==> config.mk <==
export PLATFORM = sky130hd
export DESIGN_NAME = cache_mem_bridge
export DESIGN_NICKNAME = d
export VERILOG_FILES = /design/src/rtl/cache_mem_bridge_pkg.sv /design/src/rtl/mem_beat_ctr.sv /design/src/rtl/cache_mem_bridge.sv
export SDC_FILE = /design/constraint.sdc
export NUM_CORES = 2
export LEC_CHECK = 0
export CORE_AREA = 2 2 471 473
export CTS_CLUSTER_DIAMETER = 120
export DETAILED_ROUTE_END_ITERATION = 8
export DIE_AREA = 0 0 473 475
export GPL_TIMING_DRIVEN = 1
export PLACE_DENSITY = 0.42
export SLEW_MARGIN = 20
export SYNTH_ARGS = -nofsm -noshare
export SYNTH_HDL_FRONTEND = slang
export SYNTH_HIERARCHICAL = 1
export SYNTH_SLANG_ARGS = --single-unit
export TNS_END_PERCENT = 30
==> constraint.sdc <==
create_clock -name clk -period 2.8 [get_ports clk]
set_input_delay 0.42 -clock clk [delete_from_list [all_inputs] [get_ports clk]]
set_output_delay 0.42 -clock clk [all_outputs]
set_load 0.01 [all_outputs]
==> src/rtl/cache_mem_bridge_pkg.sv <==
// cache_mem_bridge_pkg: shared widths, FSM encodings and address helper for the cache/memory bridge
package cache_mem_bridge_pkg;
   localparam int PA_WIDTH  = 32;
   localparam int WRD_WIDTH = 32;
   localparam int MEM_WIDTH = 512;
   localparam int WPB       = MEM_WIDTH / WRD_WIDTH;
   localparam int BO_WIDTH  = 6;
   localparam int CW        = $clog2(WPB);
   localparam logic [2:0] MB_IDLE    = 3'd0;
   localparam logic [2:0] MB_WB      = 3'd1;
   localparam logic [2:0] MB_RF_ISS  = 3'd2;
   localparam logic [2:0] MB_RF_WAIT = 3'd3;
   localparam logic [2:0] MB_DONE    = 3'd4;
   function automatic logic [PA_WIDTH-1:0] block_base(input logic [PA_WIDTH-1:0] a);
      return {a[PA_WIDTH-1:BO_WIDTH], {BO_WIDTH{1'b0}}};
   endfunction
endpackage

==> src/rtl/mem_beat_ctr.sv <==
// mem_beat_ctr: per-block beat counter, wraps after the last word of a block
module mem_beat_ctr
   import cache_mem_bridge_pkg::*;
(
   input  logic          clk,
   input  logic          rst_n,
   input  logic          inc,
   input  logic          clr,
   output logic [CW-1:0] cnt,
   output logic          last
);
   always_ff @(posedge clk)
      if (!rst_n || clr) cnt <= '0;
      else if (inc) cnt <= cnt + 1'b1;
   assign last = cnt == CW'(WPB - 1);
endmodule

==> src/rtl/cache_mem_bridge.sv <==
// cache_mem_bridge: serialises victim blocks to word writes and assembles refill blocks from word reads
module cache_mem_bridge
   import cache_mem_bridge_pkg::*;
(
   input  logic                 clk,
   input  logic                 rst_n,
   input  logic                 wb_req,
   input  logic [PA_WIDTH-1:0]  wb_addr,
   input  logic [MEM_WIDTH-1:0] wb_data,
   output logic                 wb_done,
   input  logic                 rf_req,
   input  logic [PA_WIDTH-1:0]  rf_addr,
   output logic [MEM_WIDTH-1:0] rf_data,
   output logic                 rf_done,
   output logic                 busy,
   output logic                 m_req,
   output logic                 m_we,
   output logic [PA_WIDTH-1:0]  m_addr,
   output logic [WRD_WIDTH-1:0] m_wdata,
   input  logic                 m_gnt,
   input  logic                 m_rvalid,
   input  logic [WRD_WIDTH-1:0] m_rdata
);
   logic [2:0]           state;
   logic                 is_wb;
   logic [PA_WIDTH-1:0]  base;
   logic [MEM_WIDTH-1:0] blk;
   logic [CW-1:0]        iss, rsp;
   logic                 iss_last, rsp_last, iss_inc, rsp_inc, clr_ctrs;
   assign m_req    = state == MB_WB || state == MB_RF_ISS;
   assign m_we     = state == MB_WB;
   assign busy     = state != MB_IDLE;
   assign wb_done  = state == MB_DONE && is_wb;
   assign rf_done  = state == MB_DONE && !is_wb;
   assign m_addr   = m_req ? base + PA_WIDTH'({iss, 2'b00}) : '0;
   assign m_wdata  = m_we ? blk[iss*WRD_WIDTH +: WRD_WIDTH] : '0;
   assign iss_inc  = m_req && m_gnt;
   // responses only count while a refill is in flight; anything else is stray
   assign rsp_inc  = m_rvalid && (state == MB_RF_ISS || state == MB_RF_WAIT);
   assign clr_ctrs = state == MB_DONE;
   mem_beat_ctr u_iss (.clk(clk), .rst_n(rst_n), .inc(iss_inc), .clr(clr_ctrs), .cnt(iss), .last(iss_last));
   mem_beat_ctr u_rsp (.clk(clk), .rst_n(rst_n), .inc(rsp_inc), .clr(clr_ctrs), .cnt(rsp), .last(rsp_last));
   always_ff @(posedge clk)
      if (!rst_n) begin
         state   <= MB_IDLE;
         is_wb   <= 1'b0;
         base    <= '0;
         blk     <= '0;
         rf_data <= '0;
      end else begin
         if (rsp_inc) rf_data[rsp*WRD_WIDTH +: WRD_WIDTH] <= m_rdata;
         case (state)
            MB_IDLE:
               if (wb_req) begin
                  state <= MB_WB;
                  is_wb <= 1'b1;
                  base  <= block_base(wb_addr);
                  blk   <= wb_data;
               end else if (rf_req) begin
                  state <= MB_RF_ISS;
                  is_wb <= 1'b0;
                  base  <= block_base(rf_addr);
               end
            MB_WB:      if (iss_inc && iss_last) state <= MB_DONE;
            MB_RF_ISS:  if (iss_inc && iss_last) state <= rsp_inc && rsp_last ? MB_DONE : MB_RF_WAIT;
            MB_RF_WAIT: if (rsp_inc && rsp_last) state <= MB_DONE;
            default:    state <= MB_IDLE;
         endcase
      end
endmodule

==> impl_metrics.tcl <==
set metrics [dict create \
    critPathMaxStageDelay_ps 580 \
    ctsLongestPathBuffers 3 \
    avgSynthCellArea_sq_um 8.768 \
    fmax_ghz 0.2930 \
    clockPowerShare_pct 36.4 \
    syn_inst 5026 \
    p_leak_nw 22.96 \
    timing.setup.tns_ps -16400 \
    wirelength_mm 246.3 \
    status "complete, but fails checks" \
    grt_pass1_wl_mm 333.1 \
    worstPathArrival_ps 2990 \
    clk_pin_slew_ps 50 \
    vias_per_cell 4.625 \
    ys_ff_latch 1062 \
    hold_viol 0 \
    drtAntennaViolNets 0 \
    tightest_slew_ps 956.0 \
    synth_compound_gate_area_share_pct 10.15 \
    overflow 0 \
    worstSetupEndpointType "output pin" \
    setup.worst_path.start_class "flop" \
    synth.largest_area_cell "dfxtp_1" \
    max_slew_margin_pct 36.06 \
    rows 172 \
    critPathSlowestCell "mux4_2" \
    utilization_pct 29.74 \
    synth_common_cells "nand2_1 (1636), dfxtp_1 (1062), a21oi_1 (517)" \
    dr.pass1.iters 6 \
    maxCapViolCount 0 \
    synth_most_common_cell "nand2_1" \
    rsz0062_at_grt "true" \
    vdd_drop_max_v 0.0004852 \
    num_io_pins 1195 \
    switching_share_pct 32.37 \
    cts_sinks 1062 \
    synth_top_family_by_area "simple AND/OR/NAND/NOR gates" \
    period_share_pct 121.9 \
    comb_power_share_pct 25.8 \
    synth_area_sq_um 44070 \
    drtIter0Drc 3277 \
    area_growth_pct 47.86 \
    yosysWarnings 6 \
    vias 42241 \
    grt_pass1_vias 40851 \
    ys_async_sr_fraction_pct 0 \
    crit_required_ps 2380 \
    final_max_slew_viol_count 0 \
    ys.flop_type "dfxtp_1" \
    post_dp_cell_area_sq_um 60100 \
    gp_congestion 0.8677 \
    yosys-mux-area-fraction_pct 15.31 \
    synth-simple-area-share_pct 21.28 \
    design_area_sq_um 65160 \
    die_h_microns 475 \
    synth_xor_area_share_pct 0.1164 \
    setup_violations 33 \
    tritoncts "yes" \
    r2r_slack_ps 160 \
    grt_max_degree 117 \
    period_minus_slack_ps 3413 \
    synth_area_leaders "dfxtp_1 (48%), nand2_1 (14%), mux2i_1 (8.8%), mux4_2 (6.5%), a21oi_1 (5.9%)" \
    start_util_pct 20.11 \
    hold_path.class "in -> reg" \
    drive_above_1_share_pct 12.04 \
    worst_slack_ps -612.6 \
    die_area_sq_um 224700 \
    die_w_microns 473 \
    cts_root_buf "clkbuf_16" \
    nets 6747 \
    post_drt_wl_per_cell_microns 26.97 \
    synth-edff-count 0 \
    drc 0 \
    clk_latency_ps 800 \
    crit_fanout 7 \
    synth-adder-area-share_pct 0.1136 \
    cts_max_level 4 \
    fin_worst_skew_ps 44.91 \
    seq_power_share_pct 37.8 \
    yosysTopAreaCellShare_pct 48.25 \
    synthDistinctLibCells 55 \
    switchingPower_w 0.01555 \
    grt_usage_pct 20.95 \
    violations "setup timing" \
    p_per_area_nw_per_um2 737.1 \
    coreArea_sq_um 219100 \
    setup.worst_path.class "reg -> out" \
    cts_buffers 135 \
    cp_cell_sequence "buf_12 -> buf_16 -> buf_6 -> mux4_2 -> a22o_4 -> a221o_1 -> buf_2" \
    p_int_w 0.03248 \
    portBuffers 1180 \
    dpl.hpwl_mm 189.3 \
    antenna_found_initial 90 \
    seq_area_frac_synth_pct 48.25 \
]
-- cell usage in the layout (no fill, tap or decap), types with 47 or more instances in the layout --
cell / synthesis / layout
buf_12: 3 / 74
o21ai_0: 97 / 97
and2_1: 86 / 84
clkbuf_16: 0 / 139
clkdlybuf4s50_1: 0 / 1113
dfxtp_1: 1062 / 1060
a22o_1: 65 / 47
nand2_1: 1636 / 1634
mux4_2: 128 / 128
nand4_1: 146 / 146
mux2i_1: 386 / 386
nand3_1: 166 / 166
buf_4: 14 / 177
a21oi_1: 517 / 517
-- metal layers --
metal	global-route usage [%]	vias up	wire length [microns]
li1	-	19461	-
met1	25.00	20732	99640
met2	35.47	1630	119100
met3	5.645	370	17750
met4	8.493	48	9494
met5	0	-	304
-- power groups by stage --
stage               Clock (W)  Sequential, W  Combinational, W
detailed placement          0         0.0185            0.0116
floorplan                   0         0.0179           0.00652
global route           0.0185         0.0183            0.0134
CTS                    0.0179         0.0182            0.0123
finish                 0.0175         0.0181            0.0124
global placement            0         0.0184            0.0115
-- through the flow --
step           setup WS [ps]  hold WS, ps  cells  power [W]
3_3_place_gp          -147.9        439.7   8823    0.02994
6_report              -612.6        155.9   9133    0.04803
4_1_cts               -724.2        92.14   9089    0.04839
2_1_floorplan          141.9        433.1   5027    0.02443
5_1_grt               -689.3        127.0   9122    0.05018
3_5_place_dp          -128.6        443.8   8824    0.03009
-- state kept, by name, indices dropped and copies added (netlist names) --
signal	cells
state	3
is_wb	1
u_rsp/cnt	4
rf_data	512
base	26
u_iss/cnt	4
blk	512
-- area by class of cell --
class | instances | area, sq um
multi-input cells | 3477 | 21040
flip-flops and latches | 1062 | 21270
inverters | 7 | 33.78
repair buffers | 1446 | 14750
clock inverters | 40 | 455.4
diodes | 31 | 77.57
well taps | 2871 | 3592
clock buffers | 199 | 3941
fillers | 23301 | 153900
-- worst paths after layout --
kind	startpoint	end	cells past startpoint
max reg2reg	u_rsp/cnt[1]$_SDFFE_PP0P_	rf_data[410]$_SDFFE_PN0P_	7
max	u_iss/cnt[0]$_SDFFE_PP0P_	m_wdata[2]	7
min reg2reg	blk[209]$_SDFFE_PN0P_	blk[209]$_SDFFE_PN0P_	2
min	wb_req	state[1]$_SDFFE_PN0P_	4
-- logic make-up after synthesis --
logic type / Yosys count
AOI/OAI and AO/OA: 773
buffers and inverters: 488
other: 1
DFF: 1062
and+or+nand+nor: 2179
muxes: 514
xor gates and xnor gates: 5
adders and majority gates: 4
-- worst max-delay path, delay by kind of cell (launching register included) --
kind / cells / cell delay (ps)
buffers and inverters: 4 / 530
multiplexers: 1 / 580
AO/OA/AOI/OAI: 2 / 620
flip-flops: 1 / 460
-- timing repair --
action                                  CTS  global route
endpoints found under the setup margin   66            38
buffers inserted                         20            12
pin swaps                                24            10
hold endpoints to repair                  2             0
hold buffers                              1             0
gates resized for setup                 224            20
cloned                                    5             2
Note: power is estimated with default switching activity, not from simulation.
